`config.mk`:
```
export PLATFORM = sky130hd
export DESIGN_NAME = arcade_input_mapper
export DESIGN_NICKNAME = d
export VERILOG_FILES = /design/src/rtl/arcade_input_pkg.sv /design/src/rtl/arcade_coin_shaper.sv /design/src/rtl/arcade_input_mapper.sv
export SDC_FILE = /design/constraint.sdc
export NUM_CORES = 1
export LEC_CHECK = 0
export BUFFER_PORTS_ARGS = -buffer_cell sky130_fd_sc_hd__buf_2
export CORE_MARGIN = 10
export CORE_UTILIZATION = 55
export CTS_CLUSTER_SIZE = 25
export DETAILED_ROUTE_END_ITERATION = 16
export PLACE_DENSITY = 0.85
export SETUP_SLACK_MARGIN = 0.4
export SLEW_MARGIN = 10
export SYNTH_ARGS = -nofsm -noshare
export SYNTH_HDL_FRONTEND = slang
export SYNTH_SLANG_ARGS = --single-unit
```
`constraint.sdc`:
```
create_clock -name clk_sys -period 5.3 [get_ports clk_sys]
set_input_delay 0.265 -clock clk_sys [delete_from_list [all_inputs] [get_ports clk_sys]]
set_output_delay 0.265 -clock clk_sys [all_outputs]
set_load 0.005 [all_outputs]
```
`src/rtl/arcade_input_pkg.sv`:
```
// Shared types and constants for the arcade input front end: key slots, joystick bit map,
// DIP ioctl index and PS/2 set-2 scancode table.
package arcade_input_pkg;

  typedef enum logic [3:0] {
    K_UP    = 4'd0,
    K_DOWN  = 4'd1,
    K_LEFT  = 4'd2,
    K_RIGHT = 4'd3,
    K_FIRE0 = 4'd4,
    K_FIRE1 = 4'd5,
    K_FIRE2 = 4'd6,
    K_FIRE3 = 4'd7,
    K_START = 4'd8,
    K_COIN  = 4'd9,
    K_TEST  = 4'd10
  } key_slot_e;

  // Per-player slots; K_TEST is global and lives outside the per-player array.
  localparam int unsigned NUM_SLOTS = 10;

  localparam int unsigned JOY_R     = 0;
  localparam int unsigned JOY_L     = 1;
  localparam int unsigned JOY_D     = 2;
  localparam int unsigned JOY_U     = 3;
  localparam int unsigned JOY_FIRE0 = 4;
  localparam int unsigned JOY_START = 8;
  localparam int unsigned JOY_COIN  = 9;

  localparam logic [7:0] DSW_IOCTL_INDEX = 8'd254;

  localparam logic [7:0] SC_P1_UP    = 8'h75;
  localparam logic [7:0] SC_P1_DOWN  = 8'h72;
  localparam logic [7:0] SC_P1_LEFT  = 8'h6B;
  localparam logic [7:0] SC_P1_RIGHT = 8'h74;
  localparam logic [7:0] SC_P1_FIRE0 = 8'h29; // space
  localparam logic [7:0] SC_P1_FIRE1 = 8'h14; // ctrl
  localparam logic [7:0] SC_P1_FIRE2 = 8'h11; // alt
  localparam logic [7:0] SC_P1_FIRE3 = 8'h12; // shift
  localparam logic [7:0] SC_P2_UP    = 8'h2D; // R
  localparam logic [7:0] SC_P2_DOWN  = 8'h2B; // F
  localparam logic [7:0] SC_P2_LEFT  = 8'h23; // D
  localparam logic [7:0] SC_P2_RIGHT = 8'h34; // G
  localparam logic [7:0] SC_P2_FIRE0 = 8'h1C; // A
  localparam logic [7:0] SC_P2_FIRE1 = 8'h1B; // S
  localparam logic [7:0] SC_P2_FIRE2 = 8'h15; // Q
  localparam logic [7:0] SC_P2_FIRE3 = 8'h1D; // W
  localparam logic [7:0] SC_P1_START = 8'h16; // 1
  localparam logic [7:0] SC_F1       = 8'h05;
  localparam logic [7:0] SC_P2_START = 8'h1E; // 2
  localparam logic [7:0] SC_F2       = 8'h06;
  localparam logic [7:0] SC_P1_COIN  = 8'h2E; // 5
  localparam logic [7:0] SC_P2_COIN  = 8'h36; // 6
  localparam logic [7:0] SC_TEST     = 8'h2C; // T

  typedef struct packed {
    logic      hit;
    logic      player;
    key_slot_e slot;
  } key_map_t;

  // Only the low byte is decoded, so E0-extended and plain variants map to the same slot.
  function automatic key_map_t decode_key(input logic [7:0] code);
    key_map_t m;
    m.hit    = 1'b1;
    m.player = 1'b0;
    m.slot   = K_UP;
    case (code)
      SC_P1_UP:            m.slot = K_UP;
      SC_P1_DOWN:          m.slot = K_DOWN;
      SC_P1_LEFT:          m.slot = K_LEFT;
      SC_P1_RIGHT:         m.slot = K_RIGHT;
      SC_P1_FIRE0:         m.slot = K_FIRE0;
      SC_P1_FIRE1:         m.slot = K_FIRE1;
      SC_P1_FIRE2:         m.slot = K_FIRE2;
      SC_P1_FIRE3:         m.slot = K_FIRE3;
      SC_P1_START, SC_F1:  m.slot = K_START;
      SC_P1_COIN:          m.slot = K_COIN;
      SC_P2_UP:            begin m.player = 1'b1; m.slot = K_UP;    end
      SC_P2_DOWN:          begin m.player = 1'b1; m.slot = K_DOWN;  end
      SC_P2_LEFT:          begin m.player = 1'b1; m.slot = K_LEFT;  end
      SC_P2_RIGHT:         begin m.player = 1'b1; m.slot = K_RIGHT; end
      SC_P2_FIRE0:         begin m.player = 1'b1; m.slot = K_FIRE0; end
      SC_P2_FIRE1:         begin m.player = 1'b1; m.slot = K_FIRE1; end
      SC_P2_FIRE2:         begin m.player = 1'b1; m.slot = K_FIRE2; end
      SC_P2_FIRE3:         begin m.player = 1'b1; m.slot = K_FIRE3; end
      SC_P2_START, SC_F2:  begin m.player = 1'b1; m.slot = K_START; end
      SC_P2_COIN:          begin m.player = 1'b1; m.slot = K_COIN;  end
      SC_TEST:             m.slot = K_TEST;
      default:             m.hit = 1'b0;
    endcase
    return m;
  endfunction

  // Fire slots past the configured button count are never written.
  function automatic logic slot_in_range(input int unsigned slot, input int unsigned num_buttons);
    if (slot >= int'(K_FIRE0) && slot <= int'(K_FIRE3)) begin
      return (slot - int'(K_FIRE0)) < num_buttons;
    end
    return slot < NUM_SLOTS;
  endfunction

endpackage

```
`src/rtl/arcade_coin_shaper.sv`:
```
// Coin pulse shaper: a rising edge of the raw coin input starts a fixed-length high pulse;
// edges arriving while the pulse is running are ignored.
module arcade_coin_shaper #(
  parameter int unsigned PULSE_CYCLES = 2400
) (
  input  logic clk_i,
  input  logic rst_ni,
  input  logic coin_raw_i,
  output logic coin_o
);

  localparam int unsigned CntW = $clog2(PULSE_CYCLES + 1);

  logic            coin_prev_q, coin_prev_d;
  logic [CntW-1:0] cnt_q, cnt_d;

  always_comb begin
    coin_prev_d = coin_raw_i;
    cnt_d       = '0;
    if (cnt_q != '0) begin
      cnt_d = cnt_q - 1'b1;
    end else if (coin_raw_i && !coin_prev_q) begin
      cnt_d = CntW'(PULSE_CYCLES);
    end
  end

  always_ff @(posedge clk_i or negedge rst_ni) begin
    if (!rst_ni) begin
      coin_prev_q <= 1'b0;
      cnt_q       <= '0;
    end else begin
      coin_prev_q <= coin_prev_d;
      cnt_q       <= cnt_d;
    end
  end

  assign coin_o = (cnt_q != '0);

endmodule

```
`src/rtl/arcade_input_mapper.sv`:
```
// Arcade player-input front end: PS/2 key state, joystick merge, opposing-direction cancel,
// coin shaping, DIP latching and core reset. Optional autofire: ARCADE_INPUT_AUTOFIRE_EN.
module arcade_input_mapper
  import arcade_input_pkg::*;
#(
  parameter int unsigned NUM_PLAYERS       = 2,
  parameter int unsigned NUM_BUTTONS       = 2,
  parameter int unsigned NUM_DSW           = 1,
  parameter int unsigned COIN_PULSE_CYCLES = 2400,
  parameter int unsigned MERGE_JOY         = 1,
  parameter int unsigned AUTOFIRE_HALF     = 200000
) (
  input  logic                               clk_sys,
  input  logic                               reset_n,
  input  logic [10:0]                        ps2_key,
  input  logic [16*NUM_PLAYERS-1:0]          joy_i,
  input  logic                               ioctl_download,
  input  logic                               ioctl_wr,
  input  logic [7:0]                         ioctl_index,
  input  logic [24:0]                        ioctl_addr,
  input  logic [7:0]                         ioctl_dout,
  input  logic                               ext_reset,
  input  logic                               autofire_i,
  output logic [4*NUM_PLAYERS-1:0]           dir_o,
  output logic [NUM_BUTTONS*NUM_PLAYERS-1:0] btn_o,
  output logic [NUM_PLAYERS-1:0]             start_o,
  output logic [NUM_PLAYERS-1:0]             coin_o,
  output logic                               test_o,
  output logic [8*NUM_DSW-1:0]               dsw_o,
  output logic                               game_reset
);

  localparam int unsigned NB = NUM_BUTTONS;

  logic                                  toggle_q;
  logic [NUM_PLAYERS-1:0][NUM_SLOTS-1:0] key_q, key_d;
  logic                                  test_key_q, test_key_d;
  key_map_t                              key_map;
  logic                                  key_event;

  logic [NUM_PLAYERS-1:0][15:0]          joy_sel;
  logic [15:0]                           joy_any;

  logic [4*NUM_PLAYERS-1:0]              dir_q, dir_d;
  logic [NB*NUM_PLAYERS-1:0]             btn_q, btn_d, btn_raw;
  logic [NUM_PLAYERS-1:0]                start_q, start_d;
  logic [NUM_PLAYERS-1:0]                coin_raw;
  logic                                  test_q;

  logic [8*NUM_DSW-1:0]                  dsw_q, dsw_d;
  logic                                  dl_q;
  logic                                  init_done_q, init_done_d;
  logic                                  game_reset_q, game_reset_d;

  assign key_map   = decode_key(ps2_key[7:0]);
  assign key_event = (ps2_key[10] != toggle_q);

  always_comb begin
    key_d      = key_q;
    test_key_d = test_key_q;
    if (key_event && key_map.hit) begin
      if (key_map.slot == K_TEST) begin
        test_key_d = ps2_key[9];
      end
      for (int p = 0; p < NUM_PLAYERS; p++) begin
        for (int s = 0; s < NUM_SLOTS; s++) begin
          if (key_map.player == 1'(p) && key_map.slot == 4'(s) && slot_in_range(s, NB)) begin
            key_d[p][s] = ps2_key[9];
          end
        end
      end
    end
  end

  always_comb begin
    joy_any = '0;
    for (int p = 0; p < NUM_PLAYERS; p++) begin
      joy_any = joy_any | joy_i[16*p +: 16];
    end
    for (int p = 0; p < NUM_PLAYERS; p++) begin
      joy_sel[p] = (MERGE_JOY != 0) ? joy_any : joy_i[16*p +: 16];
    end
  end

  // Raw = key | joystick; both directions of an opposing pair drop out when held together.
  always_comb begin
    dir_d    = '0;
    btn_raw  = '0;
    start_d  = '0;
    coin_raw = '0;
    for (int p = 0; p < NUM_PLAYERS; p++) begin
      dir_d[4*p+3] = (key_d[p][K_UP]    | joy_sel[p][JOY_U]) &
                    ~(key_d[p][K_DOWN]  | joy_sel[p][JOY_D]);
      dir_d[4*p+2] = (key_d[p][K_DOWN]  | joy_sel[p][JOY_D]) &
                    ~(key_d[p][K_UP]    | joy_sel[p][JOY_U]);
      dir_d[4*p+1] = (key_d[p][K_LEFT]  | joy_sel[p][JOY_L]) &
                    ~(key_d[p][K_RIGHT] | joy_sel[p][JOY_R]);
      dir_d[4*p+0] = (key_d[p][K_RIGHT] | joy_sel[p][JOY_R]) &
                    ~(key_d[p][K_LEFT]  | joy_sel[p][JOY_L]);
      for (int k = 0; k < NB; k++) begin
        btn_raw[NB*p+k] = key_d[p][int'(K_FIRE0)+k] | joy_sel[p][JOY_FIRE0+k];
      end
      start_d[p]  = key_d[p][K_START] | joy_sel[p][JOY_START];
      coin_raw[p] = key_d[p][K_COIN]  | joy_sel[p][JOY_COIN];
    end
  end

`ifdef ARCADE_INPUT_AUTOFIRE_EN
  localparam int unsigned AfW = $clog2(AUTOFIRE_HALF + 1);

  logic [NUM_PLAYERS-1:0]          af_run_q, af_run_d;
  logic [NUM_PLAYERS-1:0]          af_lvl_q, af_lvl_d;
  logic [NUM_PLAYERS-1:0][AfW-1:0] af_cnt_q, af_cnt_d;

  // af_cnt counts cycles spent at the current level; a fresh press always starts high.
  always_comb begin
    af_run_d = '0;
    af_lvl_d = '0;
    af_cnt_d = '0;
    btn_d    = btn_raw;
    for (int p = 0; p < NUM_PLAYERS; p++) begin
      if (autofire_i && btn_raw[NB*p]) begin
        af_run_d[p] = 1'b1;
        if (!af_run_q[p]) begin
          af_lvl_d[p] = 1'b1;
          af_cnt_d[p] = AfW'(1);
        end else if (af_cnt_q[p] == AfW'(AUTOFIRE_HALF)) begin
          af_lvl_d[p] = ~af_lvl_q[p];
          af_cnt_d[p] = AfW'(1);
        end else begin
          af_lvl_d[p] = af_lvl_q[p];
          af_cnt_d[p] = af_cnt_q[p] + 1'b1;
        end
        btn_d[NB*p] = af_lvl_d[p];
      end
    end
  end

  always_ff @(posedge clk_sys or negedge reset_n) begin
    if (!reset_n) begin
      af_run_q <= '0;
      af_lvl_q <= '0;
      af_cnt_q <= '0;
    end else begin
      af_run_q <= af_run_d;
      af_lvl_q <= af_lvl_d;
      af_cnt_q <= af_cnt_d;
    end
  end
`else
  logic unused_autofire;
  assign unused_autofire = autofire_i;

  always_comb begin
    btn_d = btn_raw;
  end
`endif

  always_comb begin
    dsw_d = dsw_q;
    if (ioctl_wr && ioctl_index == DSW_IOCTL_INDEX) begin
      for (int i = 0; i < NUM_DSW; i++) begin
        if (ioctl_addr == 25'(i)) begin
          dsw_d[8*i +: 8] = ioctl_dout;
        end
      end
    end
  end

  // Only a download that ends while out of reset releases the core.
  always_comb begin
    init_done_d  = init_done_q | (dl_q & ~ioctl_download);
    game_reset_d = ~init_done_q | ext_reset;
  end

  always_ff @(posedge clk_sys or negedge reset_n) begin
    if (!reset_n) begin
      toggle_q     <= 1'b0;
      key_q        <= '0;
      test_key_q   <= 1'b0;
      dir_q        <= '0;
      btn_q        <= '0;
      start_q      <= '0;
      test_q       <= 1'b0;
      dsw_q        <= '0;
      dl_q         <= 1'b0;
      init_done_q  <= 1'b0;
      game_reset_q <= 1'b1;
    end else begin
      toggle_q     <= ps2_key[10];
      key_q        <= key_d;
      test_key_q   <= test_key_d;
      dir_q        <= dir_d;
      btn_q        <= btn_d;
      start_q      <= start_d;
      test_q       <= test_key_d;
      dsw_q        <= dsw_d;
      dl_q         <= ioctl_download;
      init_done_q  <= init_done_d;
      game_reset_q <= game_reset_d;
    end
  end

  for (genvar p = 0; p < NUM_PLAYERS; p++) begin : g_coin
    arcade_coin_shaper #(
      .PULSE_CYCLES (COIN_PULSE_CYCLES)
    ) u_coin_shaper (
      .clk_i      (clk_sys),
      .rst_ni     (reset_n),
      .coin_raw_i (coin_raw[p]),
      .coin_o     (coin_o[p])
    );
  end

  logic unused_bits;
  assign unused_bits = ^{ps2_key[8], joy_i};

  assign dir_o      = dir_q;
  assign btn_o      = btn_q;
  assign start_o    = start_q;
  assign test_o     = test_q;
  assign dsw_o      = dsw_q;
  assign game_reset = game_reset_q;

endmodule

```
==> out/qor.txt, run 1 <==
cell area after synthesis: 3692 um2
initial core utilization: 57.49%
vias in the first global route: 3218
RePlAce Congestion: 0.9968
Port Buffer Count: 97
CP most frequent cell: inv_1
mux share of post-synthesis cell area: 9.319%
commonest cells after routing, fill and taps aside: buf_2 (97), dfrtp_1 (68), nor2_1 (36), nor3_1 (24), inv_1 (18)
Tmin final: 2680 ps
Detailed Route WL: 9007 um
commonest non-fill, non-tap cell in the layout: buf_2
worst skew pair latency: 360 ps
GRT Util Overall: 18.36%
xor/xnor share of the synthesized area: 4.033%
final net count: 548
slowest CP cell: nor3b_1
first-pass GRT wire length: 15230 um
Mean Syn Cell Area: 10.28 um2
CTS tree: done
Slew @ Worst Pin: 842.8 ps
Vert. Die Dim: 101.9 um
Area growth, synth to finish: 20.20%
root buffer cell: clkbuf_8
Setup CP Type: flop to primary output
grt total ovfl: 0
Data required, critical path: 5040 ps
TritonCTS buffer count: 9
Synth cell types: 69
Worst slew margin: 43.81%
Final ANT Viol Nets: 0
Iteration-0 DRC Markers: 222
ys flop type: dfrtp_1
outcome: finished, final reports clean
switching share of power: 29.59%
core area: 6422 um2
total negative slack: 0 ps
Flop pwr share: 49.3%
Leakage: 0.002106 uW
Fin. Hold Viols: 0
compound-gate portion of the synthesized area: 12.33%
CTS H-Tree Depth: 3
cell family with most CP delay: simple AND/OR/NAND/NOR gates
Vias/cell: 5.719
post-synthesis net count: 451
RSZ-0062 raised after global routing: false
VDD IR max: 205.6 uV
Clock Power Share: 33.7%
Post-Synth Simple-Gate Area: 23.14%
arrival time worst endpoint: 2410 ps
Synth Instances: 359
die area: 10390 um2
clock buffer depth: 2
vias after detailed routing: 3077
initial antenna violation count: 0
f_max: 0.3732 GHz
share of layout cells above drive strength 1: 31.67%
DP HPWL: 6778 um
asr flop ratio synth: 100.0%
# fillers: 498
Clock Pin Slew Worst Setup and Hold Paths: 80 ps
DRT Pass-1 Iters: 5
Gate power share: 17.0%
Max Cap Viol: 0
detailed-route wire length per cell: 16.74 um
Internal: 914.9 uW
Residual DRC: 0
Post-synth EDFFs: 0
CP Capture Type: primary output
row count: 29
largest family of logic cells by synthesized area: simple AND/OR/NAND/NOR gates
Ys Warns: 0
NetSw: 384.6 uW
max incr delay on CP: 480 ps
crit share post-route: 50.56%
die width: 101.9 um
worst path cell trace: inv_1, ha_1, nor3b_1, nand2_1, nor2_1, and2_1, inv_1, buf_2
Clock Sink Count: 69
Bufs and invs on worst path: 3
I/O pins: 116
clock skew: 8.965 ps
Crit Path Max Fanout: 8
Startpoint Class: flop
setup violators final: 0
Synth Area in Adders: 0.6777%
sequential area share after synthesis: 46.80%
total power per unit cell area: 292.8 nW/um2
total power: 1299 uW
#FFs+latches synth: 69
largest net degree at the start of global routing: 70
Antenna diodes: 0
Worst Hold Class: input pin to flop
Final Max Tran Viols: 0
Post-CTS Setup Bufs: 0
registers in the layout (all words and copies together), names as in the netlist:
name,count
g_coin.u_coin_shaper.coin_prev_q,2
dl_q,1
toggle_q,1
test_o,1
start_o,2
g_coin.u_coin_shaper.cnt_q,24
dsw_o,8
key_q,16
init_done_q,1
btn_o,4
game_reset,1
dir_o,8
synthesized netlist by cell type (3+ instances only):
library cell | number | share of area [%]
and3_1 | 4 | 0.68
mux2_1 | 3 | 0.91
xor2_1 | 6 | 1.4
nor3b_1 | 4 | 0.81
nor2_1 | 36 | 3.7
inv_1 | 18 | 1.8
a21o_1 | 3 | 0.61
o21ai_0 | 6 | 0.81
mux2_2 | 16 | 4.9
nand2_1 | 12 | 1.2
xnor2_1 | 11 | 2.6
nor2b_1 | 5 | 0.85
a21oi_1 | 12 | 1.6
nand2b_1 | 13 | 2.2
nor4_1 | 12 | 2.0
buf_2 | 7 | 0.95
dfrtp_1 | 68 | 46
or3_1 | 5 | 0.85
mux2i_1 | 10 | 2.7
nor3_1 | 24 | 3.3
clkbuf_1 | 4 | 0.41
nand3_1 | 10 | 1.4
nand4_1 | 8 | 1.4
kinds of logic (layout without fill, tap and decap cells):
logic type,Yosys count,count (layout)
AOI/OAI and AO/OA,55,55
xor gates and xnor gates,17,17
adders and majority gates,2,2
buffers and inverters,32,134
DFF,69,69
muxes,31,31
and+or+nand+nor,153,153
metal layers:
layer | share of wire (%) | GRT usage, % | wire length [um]
met3 | 9.1 | 7.152 | 816
met4 | 1.1 | 5.965 | 95
met2 | 50 | 31.01 | 4471
met1 | 40 | 20.99 | 3623
met5 | 0 | 0 | 0
worst paths after layout:
kind | slack (ps) | start | cells past startpoint | to
worst max-delay path | 2620 | g_coin[0].u_coin_shaper.cnt_q[0] | 8 | coin_o[0]
worst min-delay path | 70 | ps2_key[10] | 1 | toggle_q
worst max register to register | 2990 | g_coin[0].u_coin_shaper.cnt_q[0] | 9 | g_coin[0].u_coin_shaper.cnt_q[8]
worst min register to register | 410 | init_done_q | 1 | game_reset
max in group asynchronous | 4650 | reset_n | 2 | g_coin[1].u_coin_shaper.cnt_q[4]
min in group asynchronous | 90 | reset_n | 2 | g_coin[0].u_coin_shaper.cnt_q[4]
power by group through the flow:
stage	Clock (uW)	Sequential [uW]	Combinational, uW
CTS	450	640	223
detailed placement	0	649	218
finish	438	641	221
global route	478	649	253
floorplan	0	636	145
global placement	0	642	208
cell type report:
cell class / count / area [um2] / area share [%]
clock buffers: 9 / 123.9 / 2.791
clock inverters: 7 / 83.83 / 1.889
inverters: 18 / 67.56 / 1.522
multi-input cells: 258 / 1828 / 41.19
flip-flops and latches: 69 / 1728 / 38.93
well taps: 77 / 96.34 / 2.171
repair buffers: 100 / 510.5 / 11.50
through the flow:
| stage | setup slack, ps | utilization, % | cell area (um2) | cells | hold WS [ps] |
|---|---|---|---|---|---|
| after floorplan | 3121 | - | 3692 | 359 | -30.59 |
| after global placement | 2876 | 65.71 | 4220 | 521 | 388.3 |
| after detailed placement | 2828 | 65.71 | 4220 | 521 | 390.7 |
| after CTS | 2585 | 68.95 | 4428 | 537 | 10.01 |
| after global routing | 2354 | 69.10 | 4438 | 538 | 57.16 |
| final | 2620 | 69.10 | 4438 | 538 | 70.59 |
what timing repair did:
item / 4_1_cts / 5_1_grt
gates resized for setup: 0 / 0
hold buffers: 0 / 1
endpoints found under the hold margin: 0 / 1
Note: power is estimated with default switching activity, not from simulation.
==> run 2: changes to the inputs <==
--- a/config.mk
+++ b/config.mk
@@ -5,12 +5,13 @@
 export SDC_FILE = /design/constraint.sdc
 export NUM_CORES = 1
 export LEC_CHECK = 0
+export ABC_AREA = 1
 export BUFFER_PORTS_ARGS = -buffer_cell sky130_fd_sc_hd__buf_2
 export CORE_MARGIN = 10
-export CORE_UTILIZATION = 55
+export CORE_UTILIZATION = 46
 export CTS_CLUSTER_SIZE = 25
 export DETAILED_ROUTE_END_ITERATION = 16
-export PLACE_DENSITY = 0.85
+export PLACE_DENSITY = 0.76
 export SETUP_SLACK_MARGIN = 0.4
 export SLEW_MARGIN = 10
 export SYNTH_ARGS = -nofsm -noshare
==> constraint.sdc (replaced) <==
create_clock -name clk_sys -period 2.2 [get_ports clk_sys]
set_input_delay 0.11 -clock clk_sys [delete_from_list [all_inputs] [get_ports clk_sys]]
set_output_delay 0.11 -clock clk_sys [all_outputs]
set_load 0.005 [all_outputs]
==> out/qor.txt, run 2 <==
outcome: finished, final reports clean
Final Max Tran Viols: 0 (unchanged)
vias after detailed routing: 3375 (+9.7%)
#FFs+latches synth: 69 (unchanged)
Mean Syn Cell Area: 7.748 um2 (-25%)
Worst Hold Class: input pin to flop
share of layout cells above drive strength 1: 31.05% (-0.62 points)
Vert. Die Dim: 108.3 um (+6.2%)
placed cell areas: 4193 um2 (-0.65%)
TritonCTS buffer count: 9 (unchanged)
first-pass GRT wire length: 15650 um (+2.8%)
Residual DRC: 0 (unchanged)
Area growth, synth to finish: 35.12%
commonest non-fill, non-tap cell in the layout: nand2_1
sequential area share after synthesis: 48.17% (+1.4 points)
Slew @ Worst Pin: 533.9 ps (-309.0 ps)
Worst slew margin: 64.30% (+20 points)
Top Registers: g_coin.u_coin_shaper.cnt_q (24), key_q (16)
CTS H-Tree Depth: 3 (unchanged)
Fin. Hold Viols: 0 (unchanged)
Post-synth EDFFs: 0 (unchanged)
vias in the first global route: 3497 (+8.7%)
Post-synth top cells: nand2_1 (128), dfrtp_1 (68), inv_1 (63), nor2_1 (59), nand3_1 (26)
NetSw: 644.0 uW (+67%)
Tmin final: 2054 ps
# fillers: 652 (+31%)
total power: 2722 uW (+110%)
Synth Instances: 463 (+29%)
Crit Path Max Fanout: 2 (-6)
commonest cells after routing, fill and taps aside: nand2_1 (125), buf_2 (96), dfrtp_1 (68), inv_1 (59), nor2_1 (56)
clock buffer depth: 2 (unchanged)
total power per unit cell area: 561.5 nW/um2 (+92%)
clock skew: 9.674 ps (+0.7082 ps)
Clock Sink Count: 69 (unchanged)
detailed-route wire length per cell: 13.17 um (-21%)
initial antenna violation count: 0 (unchanged)
Internal: 2078 uW (+130%)
core area: 7647 um2 (+19%)
Gate power share: 9.5% (-7.5 points)
switching share of power: 23.66% (-5.9 points)
CP Capture Type: primary output
RSZ-0062 raised after global routing: true
root buffer cell: clkbuf_8
Ys Warns: 0 (unchanged)
Final Instance Area: 4847 um2 (+9.2%)
top cells by area, synth: dfrtp_1 (47%), nand2_1 (13%), inv_1 (6.6%)
DP HPWL: 6398 um (-5.6%)
die area: 11730 um2 (+13%)
Yosys top cell by area: dfrtp_1
Vias/cell: 4.727 (-17%)
Flop pwr share: 47.8% (-1.5 points)
arrival time worst endpoint: 1940 ps (-470 ps)
Setup CP Type: flop to primary output
grt total ovfl: 0 (unchanged)
Clock Pin Slew Worst Setup and Hold Paths: 70 ps (about the same)
Clock Power Share: 42.7% (+9.0 points)
Data required, critical path: 2090 ps (-2950 ps)
CTS tree: done
total negative slack: 0 ps (unchanged)
final net count: 699 (+28%)
Antenna diodes: 0 (unchanged)
Port Buffer Count: 97 (unchanged)
final std cells w/o fill: 714 (+33%)
Reg with most FFs: g_coin.u_coin_shaper.cnt_q
initial core utilization: 46.91% (-11 points)
post-synthesis net count: 555 (+23%)
DRT Pass-1 Iters: 4 (-1)
GRT Util Overall: 16.24% (-2.1 points)
share of the synthesized area in the top cell type: 47.44% (+1.4 points)
Synth cell types: 38 (-45%)
I/O pins: 116 (unchanged)
cell area after synthesis: 3587 um2 (-2.8%)
Startpoint Class: flop
largest net degree at the start of global routing: 70 (unchanged)
VDD IR max: 265.1 uV (+29%)
Max Cap Viol: 0 (unchanged)
Final ANT Viol Nets: 0 (unchanged)
row count: 32 (+10%)
Iteration-0 DRC Markers: 181 (-18%)
asr flop ratio synth: 100.0% (unchanged)
Leakage: 0.002576 uW (+22%)
crit share post-route: 93.38%
max FFs per register: 24 (unchanged)
die width: 108.3 um (+6.2%)
worst skew pair latency: 350 ps (about the same)
ys flop type: dfrtp_1
f_max: 0.4868 GHz
RePlAce Congestion: 0.9341 (-6.3%)
Detailed Route WL: 9403 um (+4.4%)
most common cell in the synthesized netlist: nand2_1
placed cells: 659 (+26%)
setup violators final: 0 (unchanged)
-- run 2: changes by cell type after synthesis, moves of 10 or more --
cell      change
inv_1        +45
mux2_2       -16
mux2i_1      -10
nand2_1     +116
nand2_2      +11
nand2b_1     -13
nand3_1      +16
nor2_1       +23
nor3_1       -21
o21ai_0      +16
-- run 2: final cells by class --
| class | instances | area [um2] | area share (%) |
|---|---|---|---|
| clock inverters | 6 | 86.33 | 1.781 |
| multi-input cells | 318 | 1639 | 33.82 |
| clock buffers | 10 | 137.6 | 2.839 |
| flip-flops and latches | 69 | 1728 | 35.65 |
| well taps | 102 | 127.6 | 2.633 |
| repair buffers | 138 | 862.1 | 17.79 |
| inverters | 71 | 266.5 | 5.498 |
-- run 2: stage by stage --
stage,worst slack (ps),hold WS [ps],utilization (%)
after detailed placement,271.6,163.3,54.83
after global routing,43.80,33.76,63.38
after global placement,324.0,155.9,54.83
final,145.7,18.72,63.38
after CTS,136.4,2.539,62.22
after floorplan,421.4,-185.6,-
-- run 2: kinds of logic (layout without fill, tap and decap cells) --
family	count (synthesis)	in the layout	synth area share [%]
and+or+nand+nor	263	263	33.03
buffers and inverters	76	225	8.406
DFF	69	69	48.17
AOI/OAI and AO/OA	39	39	6.279
xor gates and xnor gates	14	14	3.418
adders and majority gates	2	2	0.6975
-- run 2: power groups by stage --
| stage | clock network, uW | logic, uW | registers (uW) |
|---|---|---|---|
| floorplan | 0 | 98.5 | 1330 |
| global placement | 0 | 225 | 1330 |
| detailed placement | 0 | 232 | 1320 |
| CTS | 1190 | 261 | 1300 |
| global route | 1250 | 294 | 1300 |
| finish | 1160 | 258 | 1300 |
-- run 2: final timing paths --
| check | cells past startpoint | to | from | slack [ps] |
|---|---|---|---|---|
| max | 11 | coin_o[0] | g_coin[0].u_coin_shaper.cnt_q[0] | 150 |
| min | 3 | g_coin[1].u_coin_shaper.coin_prev_q | joy_i[25] | 20 |
| min reg2reg | 1 | game_reset | init_done_q | 390 |
| max in group asynchronous | 3 | game_reset | reset_n | 1580 |
| min in group asynchronous | 3 | g_coin[0].u_coin_shaper.cnt_q[9] | reset_n | 290 |
| max reg2reg | 14 | g_coin[0].u_coin_shaper.cnt_q[5] | g_coin[0].u_coin_shaper.cnt_q[0] | 260 |
-- run 2: worst max-delay path, stage by stage, from the launching register on --
cell and delay, ps:
dfrtp_1 390, inv_2 90, ha_4 150, nand2_4 50, inv_2 60, nand2_2 60
or3_4 360, nor2_4 110, inv_2 60, nor2_4 110, inv_2 60, buf_6 110
-- run 2: what timing repair did --
action / 4_1_cts / 5_1_grt
pin swaps: 8 / 5
hold buffers: 20 / 0
buffers inserted: 11 / 8
resized for setup: 16 / 7
hold endpoints to repair: 87 / 0
setup endpoints to repair: 6 / 23
-- run 2: layer usage --
layer | global-route usage (%) | routed length [um]
met4 | 6.215 | 112
met3 | 4.819 | 709
met5 | 0 | 0
met2 | 27.80 | 4583
met1 | 18.73 | 3998
==> run 3: changes to the inputs <==
--- a/config.mk
+++ b/config.mk
@@ -11,6 +11,7 @@
 export CORE_UTILIZATION = 46
 export CTS_CLUSTER_SIZE = 25
 export DETAILED_ROUTE_END_ITERATION = 16
+export GPL_TIMING_DRIVEN = 0
 export PLACE_DENSITY = 0.76
 export SETUP_SLACK_MARGIN = 0.4
 export SLEW_MARGIN = 10
==> out/qor.txt, run 3 (synthesis gave the netlist of run 2 again) <==
outcome: finished, final reports clean
total negative slack: 0 ps (unchanged)
Worst R2R Setup Slack: 190 ps (-70 ps)
CTS tree: done
Internal: 1955 uW (-5.9%)
Top Registers: g_coin.u_coin_shaper.cnt_q (24), key_q (16)
Tmin final: 2089 ps (+34.66 ps)
Final Instance Area: 4813 um2 (-0.70%)
total power per unit cell area: 534.9 nW/um2 (-4.7%)
Area growth, synth to finish: 34.18%
multi-input logic area: 1679 um2 (+2.4%)
Port Buffer Count: 97 (unchanged)
die area: 11730 um2 (unchanged)
Worst Hold Class: input pin to flop
placed cells: 663 (+0.61%)
RePlAce Congestion: 0.9300 (-0.44%)
hold endpoint: dsw_o[5]
vias after detailed routing: 3363 (-0.36%)
Clock Pin Slew Worst Setup and Hold Paths: 70 ps (about the same)
commonest non-fill, non-tap cell in the layout: nand2_1
die width: 108.3 um (unchanged)
Reg with most FFs: g_coin.u_coin_shaper.cnt_q
CP most frequent cell: inv_2
largest net degree at the start of global routing: 60 (-14%)
share of layout cells above drive strength 1: 32.34% (+1.3 points)
DRT Pass-1 Iters: 4 (unchanged)
Crit Path Max Fanout: 2 (unchanged)
Final Max Tran Viols: 0 (unchanged)
Flop pwr share: 50.6% (+2.8 points)
root buffer cell: clkbuf_8
first-pass GRT wire length: 15770 um (+0.75%)
Final WS setup: 111.0 ps (-34.66 ps)
Startpoint Class: flop
CP Capture Type: primary output
Slew @ Worst Pin: 457.2 ps (-76.70 ps)
Vias/cell: 4.750 (+0.49%)
Reg area: 1728 um2 (unchanged)
crit share post-route: 94.95% (+1.6 points)
Final ANT Viol Nets: 0 (unchanged)
# fillers: 662 (+1.5%)
RR Endpoint: g_coin[0].u_coin_shaper.cnt_q[11]
Leakage: 0.002566 uW (-0.41%)
clock skew: 6.536 ps (-3.137 ps)
RSZ-0062 raised after global routing: true
initial core utilization: 46.91% (unchanged)
final net count: 693 (-0.86%)
Iteration-0 DRC Markers: 109 (-40%)
clock buffer depth: 2 (unchanged)
R2R cell count: 15 (+1)
Max Cap Viol: 0 (unchanged)
commonest cells after routing, fill and taps aside: nand2_1 (122), buf_2 (95), dfrtp_1 (68), inv_1 (57), nor2_1 (56)
Fin. Hold Viols: 0 (unchanged)
gr busiest metal: met2
slowest CP cell: dfrtp_1
switching share of power: 24.06% (+0.40 points)
Clock Power Share: 39.7% (-3.0 points)
detailed-route wire length per cell: 13.62 um (+3.4%)
Worst slew margin: 69.24% (+4.9 points)
arrival time worst endpoint: 1980 ps (+40 ps)
placed cell areas: 4230 um2 (+0.90%)
Clock Sink Count: 69 (unchanged)
Data required, critical path: 2090 ps (about the same)
R2R Path Start: g_coin[0].u_coin_shaper.cnt_q[0]
CTS H-Tree Depth: 3 (unchanged)
worst path cell trace: inv_2, ha_4, nand2_4, inv_2, nand2_2, or3_4, nor2_4, inv_2, nor2_4, inv_2, buf_6, buf_6
vias in the first global route: 3509 (+0.34%)
DP HPWL: 6866 um (+7.3%)
GRT met3 Usage: 4.759% (-0.059 points)
max FFs per register: 24 (unchanged)
Gate power share: 9.7% (+0.2 points)
Detailed Route WL: 9642 um (+2.5%)
f_max: 0.4787 GHz (-1.7%)
Residual DRC: 0 (unchanged)
pre-CTS setup slack: 245.8 ps (-25.83 ps)
max incr delay on CP: 390 ps (about the same)
VDD IR max: 379.3 uV (+43%)
Antenna diodes: 0 (unchanged)
I/O pins: 116 (unchanged)
setup violators final: 0 (unchanged)
GRT Util Overall: 16.33% (+0.091 points)
row count: 32 (unchanged)
grt total ovfl: 0 (unchanged)
TritonCTS buffer count: 9 (unchanged)
hold path start: ioctl_dout[5]
M1 GR Usage: 18.34% (-0.39 points)
hold depth: 3 (unchanged)
M2 GR Usage: 29.35% (+1.6 points)
core area: 7647 um2 (unchanged)
Vert. Die Dim: 108.3 um (unchanged)
final std cells w/o fill: 708 (-0.84%)
NetSw: 619.6 uW (-3.8%)
Setup CP Type: flop to primary output
initial antenna violation count: 0 (unchanged)
worst skew pair latency: 340 ps (about the same)
[run 3: metal layers]
metal	vias up	wire, um
met3	9	577
met5	-	0
li1	1716	-
met4	0	94
met1	1549	4152
met2	89	4817
[run 3: layout make-up]
class | instances | area share (%)
Clock buffer | 12 | 3.015
Buffer | 5 | 0.8838
Clock inverter | 4 | 0.9878
Sequential cell | 69 | 35.90
Multi-Input combinational cell | 318 | 34.88
Tap cell | 102 | 2.651
Inverter | 71 | 5.537
Timing Repair Buffer | 127 | 16.14
[run 3: worst max-delay path: cells and delay by family, from the launching register on]
kind / cells / cell delay (ps)
fa+ha+maj: 1 / 150
buf+inv: 6 / 460
flops: 1 / 390
simple gates: 5 / 640
[run 3: what timing repair did]
action | 4_1_cts | 5_1_grt
resized for setup | 27 | 10
buffers inserted | 12 | 6
setup endpoints to repair | 14 | 16
pin swaps | 10 | 9
hold buffers | 11 | 0
hold endpoints to repair | 80 | 0
[run 3: metrics by stage]
step           hold WS, ps  util, %  total power (uW)
5_1_grt              22.71    62.94              2690
3_5_place_dp        -36.38    55.32              1560
3_3_place_gp         233.8    54.92              1547
4_1_cts              3.216    61.65              2602
2_1_floorplan       -185.6        -              1424
6_report             16.21    62.94              2575
[run 3: worst max-delay path by stage]
| stage | cells after the start | start | end | slack, ps |
|---|---|---|---|---|
| 2_1_floorplan | 13 | g_coin[0].u_coin_shaper.cnt_q[0] | g_coin[0].u_coin_shaper.cnt_q[11] | 420 |
| 3_3_place_gp | 12 | g_coin[0].u_coin_shaper.cnt_q[0] | coin_o[0] | 290 |
| 3_5_place_dp | 13 | g_coin[0].u_coin_shaper.cnt_q[0] | g_coin[0].u_coin_shaper.cnt_q[8] | 250 |
| 4_1_cts | 12 | g_coin[0].u_coin_shaper.cnt_q[1] | coin_o[0] | 50 |
| 5_1_grt | 12 | g_coin[0].u_coin_shaper.cnt_q[0] | coin_o[0] | 30 |
| 6_report | 12 | g_coin[0].u_coin_shaper.cnt_q[0] | coin_o[0] | 110 |
[run 3: power groups by stage]
| stage | Combinational [uW] | Sequential, uW | Clock (uW) |
|---|---|---|---|
| floorplan | 98.5 | 1330 | 0 |
| global placement | 223 | 1320 | 0 |
| detailed placement | 235 | 1320 | 0 |
| CTS | 252 | 1300 | 1050 |
| global route | 285 | 1300 | 1100 |
| finish | 250 | 1300 | 1020 |
